File: src/rtl/rvc_asap_eot_monitor.sv
// rvc_asap end-of-test monitor.
// Watches the executed-instruction stream of each hart. Each hart ends in
// PASS/FAIL (ebreak/ecall with a0 == 0 / != 0) or HUNG (same PC for too long).
// A global cycle timeout ends the test if some hart never finishes.
// Once the test is done, the monitor freezes until reset.
module rvc_asap_eot_monitor #(
  parameter int unsigned NUM_HARTS      = 1,
  parameter int unsigned CNT_W          = 32,
  parameter int unsigned TIMEOUT_CYCLES = 10000,
  parameter int unsigned HANG_CYCLES    = 256,
  parameter logic [31:0] EBREAK_OP      = 32'h00100073,
  parameter logic [31:0] ECALL_OP       = 32'h00000073
) (
  input  logic                      Clock,
  input  logic                      Rst,
  input  logic                      Enable,
  input  logic [NUM_HARTS-1:0]      InstValid,
  input  logic [32*NUM_HARTS-1:0]   Instruction,
  input  logic [32*NUM_HARTS-1:0]   Pc,
  input  logic [32*NUM_HARTS-1:0]   A0,
  output logic [2*NUM_HARTS-1:0]    HartStatus,
  output logic [NUM_HARTS-1:0]      HartDone,
  output logic [32*NUM_HARTS-1:0]   RetiredCnt,
  output logic [CNT_W-1:0]          CycleCnt,
  output logic                      TestDone,
  output logic                      TestPass,
  output logic                      TestTimeout
);

  // Hang counter must be able to hold HANG_CYCLES-1.
  localparam int unsigned          HW          = $clog2(HANG_CYCLES + 1);
  localparam logic [HW-1:0]        HANG_LAST   = HW'(HANG_CYCLES - 1);
  localparam logic [CNT_W-1:0]     TIMEOUT_VAL = CNT_W'(TIMEOUT_CYCLES);
  localparam logic [CNT_W-1:0]     CYC_MAX     = {CNT_W{1'b1}};

  typedef enum logic [1:0] {
    ST_RUN  = 2'b00,
    ST_PASS = 2'b01,
    ST_FAIL = 2'b10,
    ST_HUNG = 2'b11
  } state_e;

  state_e            state_q     [NUM_HARTS];
  state_e            state_d     [NUM_HARTS];
  logic [31:0]       last_pc_q   [NUM_HARTS];
  logic [31:0]       last_pc_d   [NUM_HARTS];
  logic              have_pc_q   [NUM_HARTS];
  logic              have_pc_d   [NUM_HARTS];
  logic [HW-1:0]     hang_cnt_q  [NUM_HARTS];
  logic [HW-1:0]     hang_cnt_d  [NUM_HARTS];
  logic [31:0]       retired_q   [NUM_HARTS];
  logic [31:0]       retired_d   [NUM_HARTS];
  logic [NUM_HARTS-1:0] hart_done_q;
  logic [NUM_HARTS-1:0] hart_done_d;
  logic [CNT_W-1:0]  cycle_q;
  logic [CNT_W-1:0]  cycle_d;
  logic              done_q;
  logic              done_d;
  logic              pass_q;
  logic              pass_d;
  logic              timeout_q;
  logic              timeout_d;

  // Next-state logic: per-hart FSMs, hang tracking, retire and cycle counters, verdict.
  always_comb begin
    logic [31:0]   ins_s;
    logic [31:0]   pc_s;
    logic [31:0]   a0_s;
    logic          term_s;
    logic          repeat_s;
    logic [HW-1:0] cnt_inc_s;
    logic          all_done_s;
    logic          all_pass_s;

    ins_s      = 32'd0;
    pc_s       = 32'd0;
    a0_s       = 32'd0;
    term_s     = 1'b0;
    repeat_s   = 1'b0;
    cnt_inc_s  = '0;
    all_done_s = 1'b1;
    all_pass_s = 1'b1;

    for (int unsigned h = 0; h < NUM_HARTS; h++) begin
      state_d[h]    = state_q[h];
      last_pc_d[h]  = last_pc_q[h];
      have_pc_d[h]  = have_pc_q[h];
      hang_cnt_d[h] = hang_cnt_q[h];
      retired_d[h]  = retired_q[h];
    end
    cycle_d   = cycle_q;
    done_d    = done_q;
    pass_d    = pass_q;
    timeout_d = timeout_q;

    if (Enable && !done_q) begin
      for (int unsigned h = 0; h < NUM_HARTS; h++) begin
        ins_s     = Instruction[32*h +: 32];
        pc_s      = Pc[32*h +: 32];
        a0_s      = A0[32*h +: 32];
        term_s    = (ins_s == EBREAK_OP) || (ins_s == ECALL_OP);
        // The first valid PC after reset never counts as a repeat.
        repeat_s  = have_pc_q[h] && (pc_s == last_pc_q[h]);
        cnt_inc_s = hang_cnt_q[h] + HW'(1);

        if ((state_q[h] == ST_RUN) && InstValid[h]) begin
          if (retired_q[h] != 32'hFFFF_FFFF) begin
            retired_d[h] = retired_q[h] + 32'd1;
          end else begin
            retired_d[h] = retired_q[h];
          end

          if (repeat_s) begin
            hang_cnt_d[h] = cnt_inc_s;
          end else begin
            hang_cnt_d[h] = '0;
            last_pc_d[h]  = pc_s;
            have_pc_d[h]  = 1'b1;
          end

          // A terminating opcode wins over the hang threshold.
          if (term_s) begin
            state_d[h] = (a0_s == 32'd0) ? ST_PASS : ST_FAIL;
          end else if (repeat_s && (cnt_inc_s == HANG_LAST)) begin
            state_d[h] = ST_HUNG;
          end else begin
            state_d[h] = state_q[h];
          end
        end else begin
          state_d[h] = state_q[h];
        end
      end

      for (int unsigned h = 0; h < NUM_HARTS; h++) begin
        if (state_d[h] == ST_RUN) begin
          all_done_s = 1'b0;
        end else begin
          all_done_s = all_done_s;
        end
        if (state_d[h] != ST_PASS) begin
          all_pass_s = 1'b0;
        end else begin
          all_pass_s = all_pass_s;
        end
      end

      if (cycle_q != CYC_MAX) begin
        cycle_d = cycle_q + CNT_W'(1);
      end else begin
        cycle_d = cycle_q;
      end

      // Termination of the last hart on the timeout edge beats the timeout.
      timeout_d = (cycle_d == TIMEOUT_VAL) && !all_done_s;
      done_d    = all_done_s || timeout_d;
      pass_d    = all_done_s && all_pass_s && !timeout_d;
    end else begin
      done_d = done_q;
    end

    for (int unsigned h = 0; h < NUM_HARTS; h++) begin
      hart_done_d[h] = (state_d[h] != ST_RUN);
    end
  end

  // State registers with synchronous active-high reset.
  always_ff @(posedge Clock) begin
    if (Rst) begin
      for (int unsigned h = 0; h < NUM_HARTS; h++) begin
        state_q[h]    <= ST_RUN;
        last_pc_q[h]  <= 32'd0;
        have_pc_q[h]  <= 1'b0;
        hang_cnt_q[h] <= '0;
        retired_q[h]  <= 32'd0;
      end
      hart_done_q <= '0;
      cycle_q     <= '0;
      done_q      <= 1'b0;
      pass_q      <= 1'b0;
      timeout_q   <= 1'b0;
    end else begin
      for (int unsigned h = 0; h < NUM_HARTS; h++) begin
        state_q[h]    <= state_d[h];
        last_pc_q[h]  <= last_pc_d[h];
        have_pc_q[h]  <= have_pc_d[h];
        hang_cnt_q[h] <= hang_cnt_d[h];
        retired_q[h]  <= retired_d[h];
      end
      hart_done_q <= hart_done_d;
      cycle_q     <= cycle_d;
      done_q      <= done_d;
      pass_q      <= pass_d;
      timeout_q   <= timeout_d;
    end
  end

  // Pack per-hart registers onto the output buses.
  always_comb begin
    HartStatus = '0;
    RetiredCnt = '0;
    for (int unsigned h = 0; h < NUM_HARTS; h++) begin
      HartStatus[2*h +: 2]  = state_q[h];
      RetiredCnt[32*h +: 32] = retired_q[h];
    end
  end

  assign HartDone    = hart_done_q;
  assign CycleCnt    = cycle_q;
  assign TestDone    = done_q;
  assign TestPass    = pass_q;
  assign TestTimeout = timeout_q;

endmodule

File: config.mk
export PLATFORM = sky130hd
export DESIGN_NAME = rvc_asap_eot_monitor
export DESIGN_NICKNAME = d
export VERILOG_FILES = /design/src/rtl/rvc_asap_eot_monitor.sv
export SDC_FILE = /design/constraint.sdc
export NUM_CORES = 1
export LEC_CHECK = 0
export CAP_MARGIN = 20
export CORE_ASPECT_RATIO = 0.7
export CORE_MARGIN = 2
export CORE_UTILIZATION = 49
export CTS_CLUSTER_DIAMETER = 200
export CTS_CLUSTER_SIZE = 20
export DETAILED_ROUTE_END_ITERATION = 6
export PLACE_DENSITY = 0.8
export SETUP_SLACK_MARGIN = 0.4
export SYNTH_ARGS = -nofsm -noshare
export SYNTH_HDL_FRONTEND = slang
export SYNTH_SLANG_ARGS = --single-unit
File: constraint.sdc
create_clock -name Clock -period 3.1 [get_ports Clock]
set_input_delay 0.62 -clock Clock [delete_from_list [all_inputs] [get_ports Clock]]
set_output_delay 0.62 -clock Clock [all_outputs]
set_load 0.005 [all_outputs]
=== After elaboration in Yosys (flattened, before gate mapping) ===
Memory sizes are Yosys's and may differ from the RTL's.
Index checks and enable logic that the tools add are counted.

* Bits of input ports: 100
* Memories kept: 5
* Word-level logic and storage cells: 79
* Bits in writable memories: 76
* Bits in registers: 36
* Output and inout port bits: 70

{| class="wikitable"
|+ Memory list
! name !! depth !! bits a word !! read ports !! clocked after memory_dff !! wr ports !! RTL line !! RTL
|-
| last_pc_q || 1 || 32 || 1 || 0 || 1 || 45 || <nowiki>logic [31:0] last_pc_q [NUM_HARTS];</nowiki>
|-
| retired_q || 1 || 32 || 1 || 0 || 1 || 51 || <nowiki>logic [31:0] retired_q [NUM_HARTS];</nowiki>
|-
| hang_cnt_q || 1 || 9 || 1 || 0 || 1 || 49 || <nowiki>logic [HW-1:0] hang_cnt_q [NUM_HARTS];</nowiki>
|-
| state_q || 1 || 2 || 1 || 0 || 1 || 43 || <nowiki>state_e state_q [NUM_HARTS];</nowiki>
|-
| have_pc_q || 1 || 1 || 1 || 0 || 1 || 47 || <nowiki>logic have_pc_q [NUM_HARTS];</nowiki>
|}

* Multiplexer cells: 37
* Eq/ne operators: 8
* Add/sub/neg operators: 3
* Reduce and logical (&&, ||, !) cells: 21

{| class="wikitable"
|+ Operators with widths
! cell !! number
|-
| $mux W32 || 10
|-
| $add A32 B1 Y32 const B || 2
|-
| $ne A32 B32 Y1 const B || 2
|-
| $reduce_or A32 Y1 || 2
|-
| $mux W9 || 4
|-
| $eq A32 B14 Y1 const B || 1
|-
| $eq A32 B21 Y1 const B || 1
|-
| $eq A32 B32 Y1 || 1
|-
| $eq A32 B7 Y1 const B || 1
|-
| $logic_not A32 Y1 || 1
|-
| $mux W1 || 16
|-
| $mux W2 || 7
|-
| $add A9 B1 Y9 const B || 1
|-
| $eq A9 B8 Y1 const B || 1
|-
| $reduce_or A9 Y1 || 1
|-
| $logic_and A1 B1 Y1 || 7
|-
| $logic_not A2 Y1 || 2
|-
| $logic_not A1 Y1 || 3
|-
| $logic_or A1 B1 Y1 || 2
|-
| $ne A2 B1 Y1 const B || 1
|-
| $reduce_bool A2 Y1 || 1
|-
| $reduce_or A2 Y1 || 1
|-
| $reduce_or A1 Y1 || 1
|}

=== Logic depth before layout (Yosys ltp) ===
Gate-level depths: netlist (run 1).

* Depth in word-level cells: 14
* Depth in mapped cells: 11
* Mapped depth without buffers: 9

=== Worst setup path before layout (run 1) ===
Ideal clock, no wire load.

* Kind: input to register
* Start: input port Pc[11]
* End: memory last_pc_q[0][11]
* Data required time: 2.972 ns
* Arrival: 2.327 ns
* Library setup time: 0.128 ns
* Cell stages on the path: 10
* Setup slack: 0.646 ns
* Path buffers: 3
* Path through: xor2_1 > nor4_1 > nand4_1 > or3_1 > and2_0 > clkbuf_1 > buf_4 > buf_6 > mux2i_1 > nor2_1

* Longest elaborated chain between the ends: 6

{| class="wikitable"
|+ Ends and longest elaborated chain
! what !! RTL line !! RTL
|-
| from (decl) || 19 || <nowiki>input logic [32*NUM_HARTS-1:0] Pc,</nowiki>
|-
| $eq A32 B32 Y1 || 103 || <nowiki>repeat_s = have_pc_q[h] && (pc_s == last_pc_q[h]);</nowiki>
|-
| $logic_and A1 B1 Y1 || 103 ||
|-
| $mux W32 * || 113 || <nowiki>if (repeat_s) begin</nowiki>
|-
| $mux W32 * || 106 || <nowiki>if ((state_q[h] == ST_RUN) && InstValid[h]) begin</nowiki>
|-
| $mux W32 * || 96 || <nowiki>if (Enable && !done_q) begin</nowiki>
|-
| $mux W32 (no source line) * || n/a ||
|-
| to (decl) || 45 ||
|}

Mark *: on every way between the ends. The rest lies on a longest branch, timed or not.

=== Worst setup path after layout (run 1) ===
* Start: input port Pc[3]
* End: register hart_done_q (netlist: HartDone)

* Longest elaborated chain between the ends: 9

{| class="wikitable"
|+ Ends and longest elaborated chain
! what !! RTL line !! RTL
|-
| $eq A32 B32 Y1 || 103 ||
|-
| $logic_and A1 B1 Y1 || 103 ||
|-
| $logic_and A1 B1 Y1 || 124 || <nowiki>end else if (repeat_s && (cnt_inc_s == HANG_LAST)) begin</nowiki>
|-
| $mux W2 || 124 ||
|-
| $mux W2 || 122 || <nowiki>if (term_s) begin</nowiki>
|-
| $mux W2 || 106 ||
|-
| $mux W2 (2 in a row) || 96 ||
|-
| $reduce_bool A2 Y1 || 162 || <nowiki>hart_done_d[h] = (state_d[h] != ST_RUN);</nowiki>
|-
| to (signal assigned) || 189 || <nowiki>hart_done_q <= hart_done_d;</nowiki>
|-
| to (decl) || 53 || <nowiki>logic [NUM_HARTS-1:0] hart_done_q;</nowiki>
|}

Every way passes these cells. The select of a mux whose other input is x is not followed.
A chain may end at the register's enable or synchronous reset.

==> results of run 1 <==
cells in the final DEF (no fill, tap or decap), types with 19 or more instances in the layout:
cell type        synthesis  routed
a21oi_1                 30      30
buf_4                    3      31
clkdlybuf4s50_1          0     167
dfxtp_1                112     111
mux2i_1                 29      29
nand2_1                 47      47
nand3_1                 32      32
nand4_1                 29      29
nor2_1                 111     111
nor3_1                  26      25
nor4_1                  30      26
o21ai_0                 25      24
or3_1                   19      19
xnor2_1                 42      42
xor2_1                  56      56
power groups by stage:
| stage | logic (µW) | clock network (µW) | registers, µW |
|---|---|---|---|
| after floorplan | 130 | 0 | 1520 |
| after global placement | 298 | 0 | 1520 |
| after detailed placement | 304 | 0 | 1520 |
| after CTS | 307 | 1150 | 1490 |
| after global routing | 339 | 1220 | 1490 |
| final | 315 | 1130 | 1490 |
worst register-to-register path, delay by kind of cell, from the launching register on:
kind                   cells  cell delay [ps]
buffers and inverters      1              210
and+or+nand+nor            5             1480
DFF                        1              470
AOI/OAI and AO/OA          2              390
cell type report:
| class | count | area (µm²) |
|---|---|---|
| Clock buffer | 10 | 239 |
| Clock inverter | 6 | 50.0 |
| Fill cell | 990 | 3830 |
| Inverter | 13 | 48.8 |
| Multi-Input combinational cell | 577 | 3730 |
| Sequential cell | 112 | 2240 |
| Tap cell | 162 | 203 |
| Timing Repair Buffer | 200 | 1950 |
sequential cells by signal, indices dropped and copies added (netlist names), 2 cells and up:
name / flops
CycleCnt: 32
hang_cnt_q: 9
last_pc_q: 32
retired_q: 32
state_q: 2
what timing repair did:
action	4_1_cts	5_1_grt
hold buffers	0	0
setup endpoints to repair	6	45
gates resized for setup	2	15
gates cloned	0	1
buffers inserted	0	1
pin swaps	1	5
synthesized netlist by cell type, drive strengths merged, types with 10 or more instances:
master / instances / share of area (%)
dfxtp: 112 / 37
nor2: 112 / 6.9
xor2: 56 / 8.0
nand2: 47 / 2.9
xnor2: 42 / 6.0
nand3: 33 / 2.8
nor4: 33 / 3.7
nand4: 32 / 3.6
a21oi: 30 / 2.5
mux2i: 29 / 4.7
o21ai: 28 / 2.4
nor3: 27 / 2.4
clkbuf: 20 / 1.2
or3: 19 / 1.9
buf: 15 / 1.7
inv: 13 / 0.80
and2: 10 / 1.0
cell families after synthesis:
family                   after synthesis  share of synthesized area, %
AND/OR/NAND/NOR                      360                          31.4
flip-flops                           112                          36.6
XOR/XNOR                              98                          14.0
AO/OA/AOI/OAI                         85                          8.53
buffers and inverters                 48                          3.68
multiplexers                          30                          4.93
adder cells (fa/ha/maj)                4                         0.818
per-layer routing:
| layer | part of all wire [%] | up-vias | global-route usage, % | wire [µm] |
|---|---|---|---|---|
| li1 | - | 2971 | - | - |
| met1 | 48 | 2817 | 38.3 | 8370 |
| met2 | 43 | 232 | 35.7 | 7450 |
| met3 | 8.0 | 18 | 6.05 | 1400 |
| met4 | 1.1 | 0 | 5.23 | 184 |
| met5 | 0 | - | 0 | 0 |
final timing paths:
| kind | start | end | slack (ps) |
|---|---|---|---|
| worst min register to register | TestPass$_SDFFE_PP0P_ | TestPass$_SDFFE_PP0P_ | 460 |
| worst max-delay path | Pc[3] | HartDone$_SDFF_PP0_ | 350 |
| worst min-delay path | TestPass$_SDFFE_PP0P_ | TestPass$_SDFFE_PP0P_ | 460 |
| worst max register to register | CycleCnt[6]$_SDFFE_PP0P_ | TestTimeout$_SDFFE_PP0P_ | 460 |
stage by stage:
| step | hold WS [ps] | setup slack (ps) | instance area (µm²) | total power, µW | std cells |
|---|---|---|---|---|---|
| floorplan | 440 | 646 | 6120 | 1650 | 737 |
| global placement | 447 | 31.8 | 8060 | 1820 | 1062 |
| detailed placement | 450 | 62.1 | 8060 | 1830 | 1062 |
| CTS | 462 | 406 | 8350 | 2940 | 1078 |
| global route | 486 | 247 | 8460 | 3050 | 1080 |
| finish | 460 | 354 | 8460 | 2940 | 1080 |
==> impl_results.md, run 1 <==
- Result of the run: finished, final reports clean
- Wire length per cell: 16.1 µm
- Vias after detailed routing: 6,038
- Number of antenna-violating nets in the routed design: 0
- Worst Path Arrival: 3000 ps
- Synth Net Count: 841
- Core area: 12,300 µm²
- Last weighted congestion value of the routability-driven placer: 0.988
- Utilization after layout: 68.8%
- Initial DRC Count: 488
- Type of the tightest min-delay check: flop to flop
- Kind of end point of the critical path: flop
- Rel. slew slack: 39.6%
- Count of maximum capacitance violations: 0
- Antenna violations before repair: 0
- HPWL after detailed placement: 12,600 µm
- Critical setup path kind: input port to flop
- Max clock buf depth: 2
- Total power per unit cell area: 347 nW/µm²
- DIE HEIGHT: 97.5 µm
- Transition at the pin with the smallest max-transition slack: 906 ps
- Setup tns final: 0 ps
- IO Port Bufs: 168
- Maximum clock frequency: 0.364 GHz
- Largest net degree at the start of global routing: 89
- Total number of placement rows: 34
- Post-route clock period utilization: 88.6%
- Critical-path maximum fanout: 4
- Initial Utilization: 49.8%
- Yosys warns: 0
- Layout area overhead: 38.3%
- Critical path depth in cells: 10
- Total net switching power: 705 µW
- Post-Synthesis Cell Area: 6120 µm²
- Crit path max-delay cell type: clkdlybuf4s50_1
- Primary flip-flop cell chosen by synthesis mapping: dfxtp_1
- Final Critical Period: 2750 ps
- Clock Root Buffer: clkbuf_16
- TritonCTS clock tree: done
- Cell-by-cell trace of the critical path: clkdlybuf4s50_1 -> xor2_1 -> nor4_1 -> buf_4 -> nand4_1 -> or3_1 -> buf_4 -> o31ai_2 -> a41oi_2 -> a31oi_1
- TritonCTS buffer count: 9
- Count of state elements after synthesis: 112
- Worst IR drop on VDD: 320 µV
- Number of global-route vias before repair: 5,453
- DR DRC count: 0
- Worst r2r path cells: 8
- Largest clock skew in the final design: 13.4 ps
- Part of the power in combinational logic: 10.7%
- Nets: 1,017
- Sum of overflow across all layers after global routing: 0
- Boundary pin count: 170
- Number of detailed-route iterations in the first pass: 7
- Global-route wire length before repair: 27,200 µm
- Average cell area after synthesis: 8.30 µm²
- Synth Instances: 737
- Final hold violations: 0
- Final count of pins violating max slew: 0
- Proportion of total power due to net switching: 24.0%
- Vias per std cell: 5.59
- Clk Latency, worst-skew pair: 350 ps
- Leakage: 0.00291 µW
- H-tree level count: 3
- TritonCTS sink count: 112
- Area of the die: 13,400 µm²
- Final setup viols: 0
- Critical Path Source Type: input port
- Total global routing track utilization: 25.2%
- Final antenna diode count: 0
- Synth unique cells: 66
- Width of the chip: 138 µm
- Slowest stage delay, CP: 440 ps
- Crit-path most repeated cell: buf_4
- Unrepaired setup endpoints after global routing: true
- P_int: 2230 µW
- Sequential share of power: 50.7%
- Clock Power Share: 38.6%
- Cell class contributing the biggest share of worst-path delay: simple AND/OR/NAND/NOR gates
- Hold Path Stages: 2
- Proportion of layout cells with a drive suffix above 1: 9.26%
- WP buf/inv: 3
- Clk pin slew, worst setup/hold paths: 70 ps
- Seq/Total Area, Yosys: 36.6%
- Crit path required time: 3360 ps
- Routed WL: 17,400 µm
- Number of enable-type register cells in the synthesized netlist: 0
- Async S/R FF share, synth: 0%
No activity file was read; power rests on OpenSTA's default activity.
==> run 2: changes to the inputs <==
--- a/config.mk
+++ b/config.mk
@@ -5,7 +5,6 @@
 export SDC_FILE = /design/constraint.sdc
 export NUM_CORES = 1
 export LEC_CHECK = 0
-export CAP_MARGIN = 20
 export CORE_ASPECT_RATIO = 0.7
 export CORE_MARGIN = 2
 export CORE_UTILIZATION = 49
@@ -14,6 +13,7 @@
 export DETAILED_ROUTE_END_ITERATION = 6
 export PLACE_DENSITY = 0.8
 export SETUP_SLACK_MARGIN = 0.4
+export SLEW_MARGIN = 20
 export SYNTH_ARGS = -nofsm -noshare
 export SYNTH_HDL_FRONTEND = slang
 export SYNTH_SLANG_ARGS = --single-unit
==> results of run 2 <==
The final DEF is identical to that of run 1; final timing and power are the same.
